==> src/rtl/mem_rd_stream.sv <==
// Read-side stream adapter for the 1R1W memory wrapper.
// Turns the fixed-latency read port into valid/ready request and response streams.
module mem_rd_stream #(
   parameter int WIDTH_ADDR = 8,
   parameter int WIDTH_DATA = 8,
   parameter int RD_LATENCY = 1
) (
   input  logic                  clk,
   input  logic                  rst,
   input  logic                  req_valid,
   output logic                  req_ready,
   input  logic [WIDTH_ADDR-1:0] req_addr,
   output logic                  mem_ren,
   output logic [WIDTH_ADDR-1:0] mem_raddr,
   input  logic [WIDTH_DATA-1:0] mem_dout,
   output logic                  rsp_valid,
   input  logic                  rsp_ready,
   output logic [WIDTH_DATA-1:0] rsp_data,
   output logic                  idle
);

   localparam int BUF_DEPTH = RD_LATENCY + 2;
   localparam int CW        = $clog2(BUF_DEPTH + 1);
   localparam int PW        = $clog2(BUF_DEPTH);
   localparam logic [CW:0]   CREDITS  = (CW+1)'(BUF_DEPTH);
   localparam logic [PW-1:0] LAST_PTR = PW'(BUF_DEPTH - 1);

   logic [RD_LATENCY-1:0] track;
   logic [RD_LATENCY-1:0] track_next;
   logic [CW-1:0]         inflight;
   logic [CW-1:0]         occ;
   logic [CW:0]           used;
   logic [PW-1:0]         wptr;
   logic [PW-1:0]         rptr;
   logic [WIDTH_DATA-1:0] data_q [BUF_DEPTH];
   logic                  capture;
   logic                  pop;

   function automatic logic [PW-1:0] next_ptr(input logic [PW-1:0] p);
      return (p == LAST_PTR) ? '0 : p + PW'(1);
   endfunction

   always_comb begin
      inflight = '0;
      for (int i = 0; i < RD_LATENCY; i++) begin
         inflight = inflight + CW'(track[i]);
      end
   end

   // Both streams transfer on a cycle where valid and ready are high together; valid
   // never depends on ready, and req_ready depends only on registered counts so a
   // consumer stall cannot ripple combinationally back to the requester.
   always_comb begin
      used       = {1'b0, inflight} + {1'b0, occ};
      req_ready  = !rst && (used < CREDITS);
      mem_ren    = req_valid && req_ready;
      mem_raddr  = req_addr;
      capture    = track[RD_LATENCY-1];
      rsp_valid  = !rst && (occ != '0);
      pop        = rsp_valid && rsp_ready;
      rsp_data   = data_q[rptr];
      idle       = rst || ((inflight == '0) && (occ == '0));
      track_next = track << 1;
      track_next[0] = mem_ren;
   end

   always_ff @(posedge clk) begin
      if (rst) begin
         track <= '0;
         occ   <= '0;
         wptr  <= '0;
         rptr  <= '0;
      end else begin
         track <= track_next;
         occ   <= occ + CW'(capture) - CW'(pop);
         if (capture) wptr <= next_ptr(wptr);
         if (pop)     rptr <= next_ptr(rptr);
      end
   end

   // Storage is left unreset; the tracking bits decide what is ever read out.
   always_ff @(posedge clk) begin
      if (capture) data_q[wptr] <= mem_dout;
   end

endmodule

==> config.mk <==
export PLATFORM = sky130hd
export DESIGN_NAME = mem_rd_stream
export DESIGN_NICKNAME = d
export VERILOG_FILES = /design/src/rtl/mem_rd_stream.sv
export SDC_FILE = /design/constraint.sdc
export NUM_CORES = 1
export LEC_CHECK = 0
export CAP_MARGIN = 20
export CORE_ASPECT_RATIO = 1.25
export CORE_MARGIN = 2
export CORE_UTILIZATION = 50
export CTS_BUF_LIST = sky130_fd_sc_hd__clkbuf_16
export DETAILED_ROUTE_END_ITERATION = 6
export MAX_ROUTING_LAYER = met4
export PLACE_DENSITY = 0.92
export SKIP_CTS_REPAIR_TIMING = 1
export SLEW_MARGIN = 20
export SYNTH_ARGS = -nofsm -noshare
export SYNTH_HDL_FRONTEND = slang
export SYNTH_SLANG_ARGS = --single-unit
==> constraint.sdc <==
create_clock -name clk -period 3.34 [get_ports clk]
set_input_delay 0.668 -clock clk [delete_from_list [all_inputs] [get_ports clk]]
set_output_delay 0.668 -clock clk [all_outputs]
set_load 0.01 [all_outputs]
=== Word-level counts from Yosys, hierarchy flattened ===
Memories as Yosys holds them, arrays and structs flattened. A register that Yosys moved wholly into a read port is not among the register bits.
Cells that the tools add are included.

* Bits of input ports: 20
* Memories: 1
* Logic and storage cells: 29
* Flip-flop bits (word level): 7
* Bits in writable memories: 24

* Muxes and demuxes: 6
* Reduce and logical (&&, ||, !) cells: 10
* Add/sub/neg operators: 5
* Equal/unequal tests: 2
* $lt $le $gt $ge: 1

{| class="wikitable"
|+ Memories
! name !! words !! bits a word !! read ports !! clocked after Yosys merged registers in !! write ports !! line !! source
|-
| data_q || 3 || 8 || 1 || 1 || 1 || 35 || <nowiki>logic [WIDTH_DATA-1:0] data_q [BUF_DEPTH];</nowiki>
|}

{| class="wikitable"
|+ Operators by type and width
! operator !! count
|-
| 2-bit two-way mux || 4
|-
| 1-bit logical AND || 5
|-
| 2-bit by 1-bit adder with 2-bit output, second input constant || 2
|-
| 2-bit equality test, second input constant || 2
|-
| 2-bit zero test || 2
|-
| 1-bit by 2-bit adder with 3-bit output || 1
|-
| 3-bit by 2-bit less-than comparator with 1-bit output, second input constant || 1
|-
| 2-bit by 1-bit adder with 2-bit output || 1
|-
| 1-bit two-way mux || 2
|-
| 2-bit nonzero test || 1
|-
| 2-bit by 1-bit subtractor with 2-bit output || 1
|-
| 1-bit zero test || 1
|-
| 1-bit logical OR || 1
|}

=== Logic depth before layout (Yosys ltp) ===
Gate-level depths: netlist (run 1).

* Depth in word-level cells: 5
* Gate-level depth with buffers: 6
* Depth with buffers taken out: 6

=== Worst setup path before layout (run 1) ===
Ideal clock, no wire load.

* Path type: reg2out
* Start: register occ[0]
* End: output port mem_ren
* Stages on the path, launching flop included: 5
* Arrival time: 1.345 ns
* Setup slack: 1.327 ns
* Required time: 2.672 ns
* Path buffers: 0
* Path through: dfxtp_1 -> ha_1 -> ha_1 -> a211oi_2 -> and2_1

* Cells in the longest elaborated chain, start to end: 4

{| class="wikitable"
|+ Ends and longest elaborated chain
! what !! line !! source
|-
| start: declaration || 31 || <nowiki>logic [CW-1:0] occ;</nowiki>
|-
| start signal: assignment || 75 || <nowiki>occ <= occ + CW'(capture) - CW'(pop);</nowiki>
|-
| 1-bit by 2-bit adder with 3-bit output || 54 || <nowiki>used = {1'b0, inflight} + {1'b0, occ};</nowiki>
|-
| 3-bit by 2-bit less-than comparator with 1-bit output || 55 || <nowiki>req_ready = !rst && (used < CREDITS);</nowiki>
|-
| 1-bit logical AND || 55 ||
|-
| named net req_ready || 11 || <nowiki>output logic req_ready,</nowiki>
|-
| 1-bit logical AND || 56 || <nowiki>mem_ren = req_valid && req_ready;</nowiki>
|-
| end: declaration || 13 || <nowiki>output logic mem_ren,</nowiki>
|}

The timed path passes the listed nets, and every way through them passes these cells.

=== Worst setup path after layout (run 1) ===
* Start: input port rst
* End: output port mem_ren

* Cells in the longest elaborated chain, start to end: 3

{| class="wikitable"
|+ Ends and longest elaborated chain
! what !! line !! source
|-
| start: declaration || 9 || <nowiki>input logic rst,</nowiki>
|-
| 1-bit zero test || 55 ||
|-
| 1-bit logical AND || 55 ||
|-
| 1-bit logical AND || 56 ||
|}

Every way passes these cells.

==> qor.txt, run 1 <==
Outcome -> finished clean
1st-iter DRT viols -> 42
FF-to-FF path depth -> 6
Top cells by count, synth -> edfxtp_1, nand2_1, dfxtp_1, mux2i_1, o21ai_1
Core Box Area -> 2654 sq um
FF-to-FF Start -> occ[0]
# clock sinks -> 33
Max-slew violation count -> 0
Worst hold slack -> 511.6 ps
Minimum clock period -> 2940 ps
Fin nets -> 148
Crit-path max cell delay -> 610 ps
CTS tree -> yes
Initial antenna violation count -> 0
Mean post-synth cell area -> 13.03 sq um
Largest net degree at the start of global routing -> 17
Syn Nets -> 129
Setup-failing EPs final -> 0
Count of unique library cells instantiated by Yosys -> 26
Metal2 WL -> 1166 um
Layout area overhead -> 26.00%
Arr. time, crit path -> 2270 ps
Flop-to-flop setup slack -> 1780 ps
Worst hold endpoint -> rptr[0]
I/O pins -> 40
Worst Path Required -> 2670 ps
Clk Latency, worst-skew pair -> 280 ps
Antenna cell count -> 0
Synth top area share -> 0.5217
Top_reg_cell synth -> edfxtp_1
Initial core utilization -> 0.5205
DIE AREA -> 3202 sq um
Die Y -> 62.77 um
Most used cell, CP -> clkdlybuf4s50_1
Final Util -> 0.6558
Final Hold Fails -> 0
Cell count along the critical path -> 4
Relative slew slack -> 0.5273
Synth area leader -> edfxtp_1
Wirelength per Cell -> 14.24 um
DRT met1 WL -> 932 um
GRT Util Overall -> 0.1614
Hold/Removal Path Class -> reg2reg
Remaining antenna violation count -> 0
Slew @ Worst Pin -> 706.4 ps
Rows -> 21
Clock Pin Slew Worst Setup and Hold Paths -> 50 ps
Hold Startpoint -> rptr[0]
Root buf cell -> clkbuf_16
Asr flop ratio synth -> 0
Unrepaired setup endpoints after global routing -> no
Buffer levels on the longest clock path -> 2
Slowest cell on crit path -> clkdlybuf4s50_1
Clock skew -> 3.358 ps
DR WL met3 -> 139 um
Synth Cell Area -> 1381 sq um
First-pass GRT wire length -> 3601 um
Fillcell total -> 196
CTS buffer count -> 5
Most frequent cell after synthesis -> edfxtp_1
Power Density -> 635.1 nW/um^2
Tcrit/Tclk final -> 0.8804
Top layer in use -> met4
CP Launch Type -> input pin
Vias in the first global route -> 844
Routed vias/inst -> 5.250
FF+latch count, synth -> 33
Worst path bufs/invs -> 2
Max Cap Viol -> 0
Peak supply drop -> 0.3823 mV
Fraction of layout cells with a size suffix above 1 -> 0.07143
Hold path cells -> 2
Grt ovf -> 0
Crit. End Element -> output port
Max FO, Critical Path -> 12
Initial DRT Pass Iterations -> 4
Final RePlAce weighted congestion -> 0.6586
Via Count -> 840
DP HPWL -> 1543 um
Synth Instances -> 106
Leak -> 0.6251 nW
Die W -> 51.01 um
Fmax -> 340.1 MHz
H-tree Lvls -> 2
Area contributors post-synth -> edfxtp_1, dfxtp_1, mux2i_1
Post-synth EDFFs -> 24
RR Endpoint -> occ[1]
Detailed Route WL -> 2278 um
I/O Buffers -> 23
Setup TNS -> 0 ps
Remaining DRCs -> 0
Top delay family on crit path -> buffers and inverters
Synth Warn # -> 0
CP Cell Sequence -> clkdlybuf4s50_1, a211oi_2, and2_1, clkdlybuf4s50_1
Post-synthesis sequential area ratio -> 0.6522
Setup CP Type -> in2out
routing by layer:
metal  vias to the layer above  track usage
li1                        406            -
met1                       400       0.1607
met2                        30       0.2711
met3                         4      0.06459
met4                         0      0.07095
met5                         -            -
stage by stage:
step                      instances  total power [W]  instance area [sq um]  setup slack (ps)
after detailed placement        152        0.0006166                   1578             410.0
final                           160         0.001105                   1740             399.6
after global placement          152        0.0006078                   1578             488.4
after CTS                       160         0.001115                   1740             399.1
after global routing            160         0.001144                   1740             324.6
after floorplan                 106        0.0005617                   1381              1327
kinds of logic (layout without fill, tap and decap cells):
kind of cell / Yosys count / after routing / synth area share
compound gates: 15 / 15 / 0.06340
xor+xnor: 1 / 1 / 0.006342
fa+ha+maj: 3 / 3 / 0.02718
mux: 11 / 11 / 0.08152
buf+inv: 13 / 33 / 0.06340
simple gates: 30 / 30 / 0.1060
flops: 33 / 33 / 0.6522
state kept, by name, indices dropped and copies added, names as in the netlist, named ones only:
signal,flops
occ,2
wptr,2
rptr,2
capture,1
data_q,24
worst max-delay path by stage:
stage	startpoint	endpoint
6_report	rst	mem_ren
3_5_place_dp	rst	mem_ren
4_1_cts	rst	mem_ren
5_1_grt	rst	mem_ren
2_1_floorplan	occ[0]	mem_ren
3_3_place_gp	rst	mem_ren
cell type report:
type / count / area, sq um / share of cell area
Clock inverter: 3 / 37.54 / 0.02157
Clock buffer: 5 / 125.1 / 0.07189
Multi-Input combinational cell: 60 / 392.9 / 0.2257
Timing Repair Buffer: 24 / 237.7 / 0.1366
Tap cell: 34 / 42.54 / 0.02444
Inverter: 1 / 3.754 / 0.002157
Sequential cell: 33 / 900.9 / 0.5176
worst register-to-register path, delay by kind of cell, from the launching register on:
| family | cells | cell delay (ps) |
|---|---|---|
| AOI/OAI and AO/OA | 1 | 180 |
| muxes | 1 | 310 |
| adders and majority gates | 1 | 200 |
| xor gates and xnor gates | 1 | 130 |
| DFF | 1 | 410 |
| and+or+nand+nor | 2 | 210 |
power by group:
group          switching, W  internal (W)
sequential        0.0000212      0.000460
combinational     0.0000507     0.0000761
clock              0.000152      0.000345
layout by cell type, fill, tap and decap left out, types with 2 or more instances in the layout:
master / synthesis / final
o21ai_1: 9 / 9
inv_1: 1 / 2
nand2_1: 12 / 12
nor2_1: 7 / 7
mux2i_1: 9 / 9
dfxtp_1: 9 / 9
ha_1: 3 / 3
a21oi_1: 4 / 4
and2_1: 2 / 2
nor2b_1: 3 / 3
clkdlybuf4s50_1: 0 / 23
clkbuf_16: 0 / 5
edfxtp_1: 24 / 24
Note: power is estimated with default switching activity, not from simulation.
==> inputs of run 2 (changes only) <==
- PLACE_DENSITY: 0.92 -> 0.84
==> run 2 against run 1 <==
Against the previous run: sequential cell count unchanged; register-to-register slack about the same; die area unchanged; largest power group unchanged; sequential share of layout area unchanged; worst setup slack better by 37 ps.
==> qor.txt, run 2 (same netlist as run 1, synthesis figures left out) <==
Register area -> 900.9 sq um
Rows -> 21
DIE AREA -> 3202 sq um
Final Hold Fails -> 0
Clock skew -> 3.112 ps
1st-iter DRT viols -> 15
Via Count -> 826
Outcome -> finished clean
Most common cell after layout, fill and taps aside -> edfxtp_1
CTS buffer count -> 5
FF-to-FF path depth -> 2
CP Launch Type -> input pin
Initial antenna violation count -> 0
Max Cap Viol -> 0
Max FO, Critical Path -> 12
Clk Latency, worst-skew pair -> 270 ps
Remaining antenna violation count -> 0
Slew @ Worst Pin -> 735.0 ps
Peak supply drop -> 0.4120 mV
Buffer levels on the longest clock path -> 2
Most flop-heavy register -> data_q
Initial DRT Pass Iterations -> 3
I/O pins -> 40
Detailed Route WL -> 2139 um
Fmax -> 344.4 MHz
Setup TNS -> 0 ps
CTS tree -> yes
Final non-filler cell area -> 1740 sq um
Root buf cell -> clkbuf_16
Final RePlAce weighted congestion -> 0.6705
Setup-failing EPs final -> 0
Grt ovf -> 0
Largest register FFs -> 24
Routed vias/inst -> 5.163
Worst Path Required -> 2670 ps
Layout area overhead -> 26.00%
Placement Cell Area -> 1578 sq um
Crit. End Element -> output port
# clock sinks -> 33
Core Box Area -> 2654 sq um
Fillcell total -> 200
Vias in the first global route -> 838
Worst setup margin -> 436.3 ps
Setup CP Type -> in2out
Initial core utilization -> 0.5205
Die Y -> 62.77 um
Leak -> 0.6251 nW
Hold/Removal Path Class -> reg2reg
Relative slew slack -> 0.5082
Tcrit/Tclk final -> 0.8694
DP HPWL -> 1511 um
First-pass GRT wire length -> 3491 um
Largest net degree at the start of global routing -> 17
Die W -> 51.01 um
Unrepaired setup endpoints after global routing -> no
Multi-input logic area -> 392.9 sq um
Minimum clock period -> 2904 ps
Hold path cells -> 2
Arr. time, crit path -> 2240 ps
GRT Util Overall -> 0.1555
Fin nets -> 148
Wirelength per Cell -> 13.37 um
Fraction of layout cells with a size suffix above 1 -> 0.07143
Highest-count cells in the layout ignoring fill and taps -> edfxtp_1, clkdlybuf4s50_1, nand2_1
Antenna cell count -> 0
H-tree Lvls -> 2
Clock Pin Slew Worst Setup and Hold Paths -> 50 ps
Total power -> 0.001101 W
I/O Buffers -> 23
Max-slew violation count -> 0
Remaining DRCs -> 0
Worst Setup Slack post-DPL -> 416.2 ps
Power Density -> 632.7 nW/um^2
run 2: cell counts in the layout (fill, tap and decap cells not counted):
Identical to the previous run, type by type.
run 2: per-layer routing:
layer	global-route usage	routed length [um]	vias to the layer above
met2	0.2516	1058	28
met3	0.05263	136	10
met4	0.1115	74	0
met1	0.1502	870	384
li1	-	-	404
met5	-	0	-
run 2: stage by stage:
| step | cells | hold WS (ps) | utilization |
|---|---|---|---|
| 2_1_floorplan | 106 | 462.5 | - |
| 3_3_place_gp | 152 | 470.0 | 0.5945 |
| 3_5_place_dp | 152 | 485.8 | 0.5945 |
| 4_1_cts | 160 | 491.9 | 0.6558 |
| 5_1_grt | 160 | 549.6 | 0.6558 |
| 6_report | 160 | 494.5 | 0.6558 |
run 2: worst paths after layout:
check / from / slack (ps) / end
worst min-delay path: rptr[0] / 490 / flop
worst max-delay path: rst / 440 / mem_ren
worst min register to register: rptr[0] / 490 / flop
worst max register to register: capture / 1770 / data_q[0][6]
run 2: final cells by class:
| type | count | area share |
|---|---|---|
| timing repair buffer | 24 | 0.1366 |
| clock buffer | 5 | 0.07189 |
| sequential | 33 | 0.5176 |
| tap | 34 | 0.02444 |
| clock inverter | 3 | 0.02157 |
| inverter | 1 | 0.002157 |
| multi-input combinational | 60 | 0.2257 |
run 2: critical path: stages:
cell and delay (ps):
clkdlybuf4s50_1 600, a211oi_2 280, and2_1 160, clkdlybuf4s50_1 540
run 2: where the power goes:
| part | leakage (nW) | switching, W | internal (W) |
|---|---|---|---|
| registers | 0.292 | 0.0000201 | 0.000460 |
| logic | 0.250 | 0.0000498 | 0.0000759 |
| clock network | 0.0826 | 0.000150 | 0.000346 |
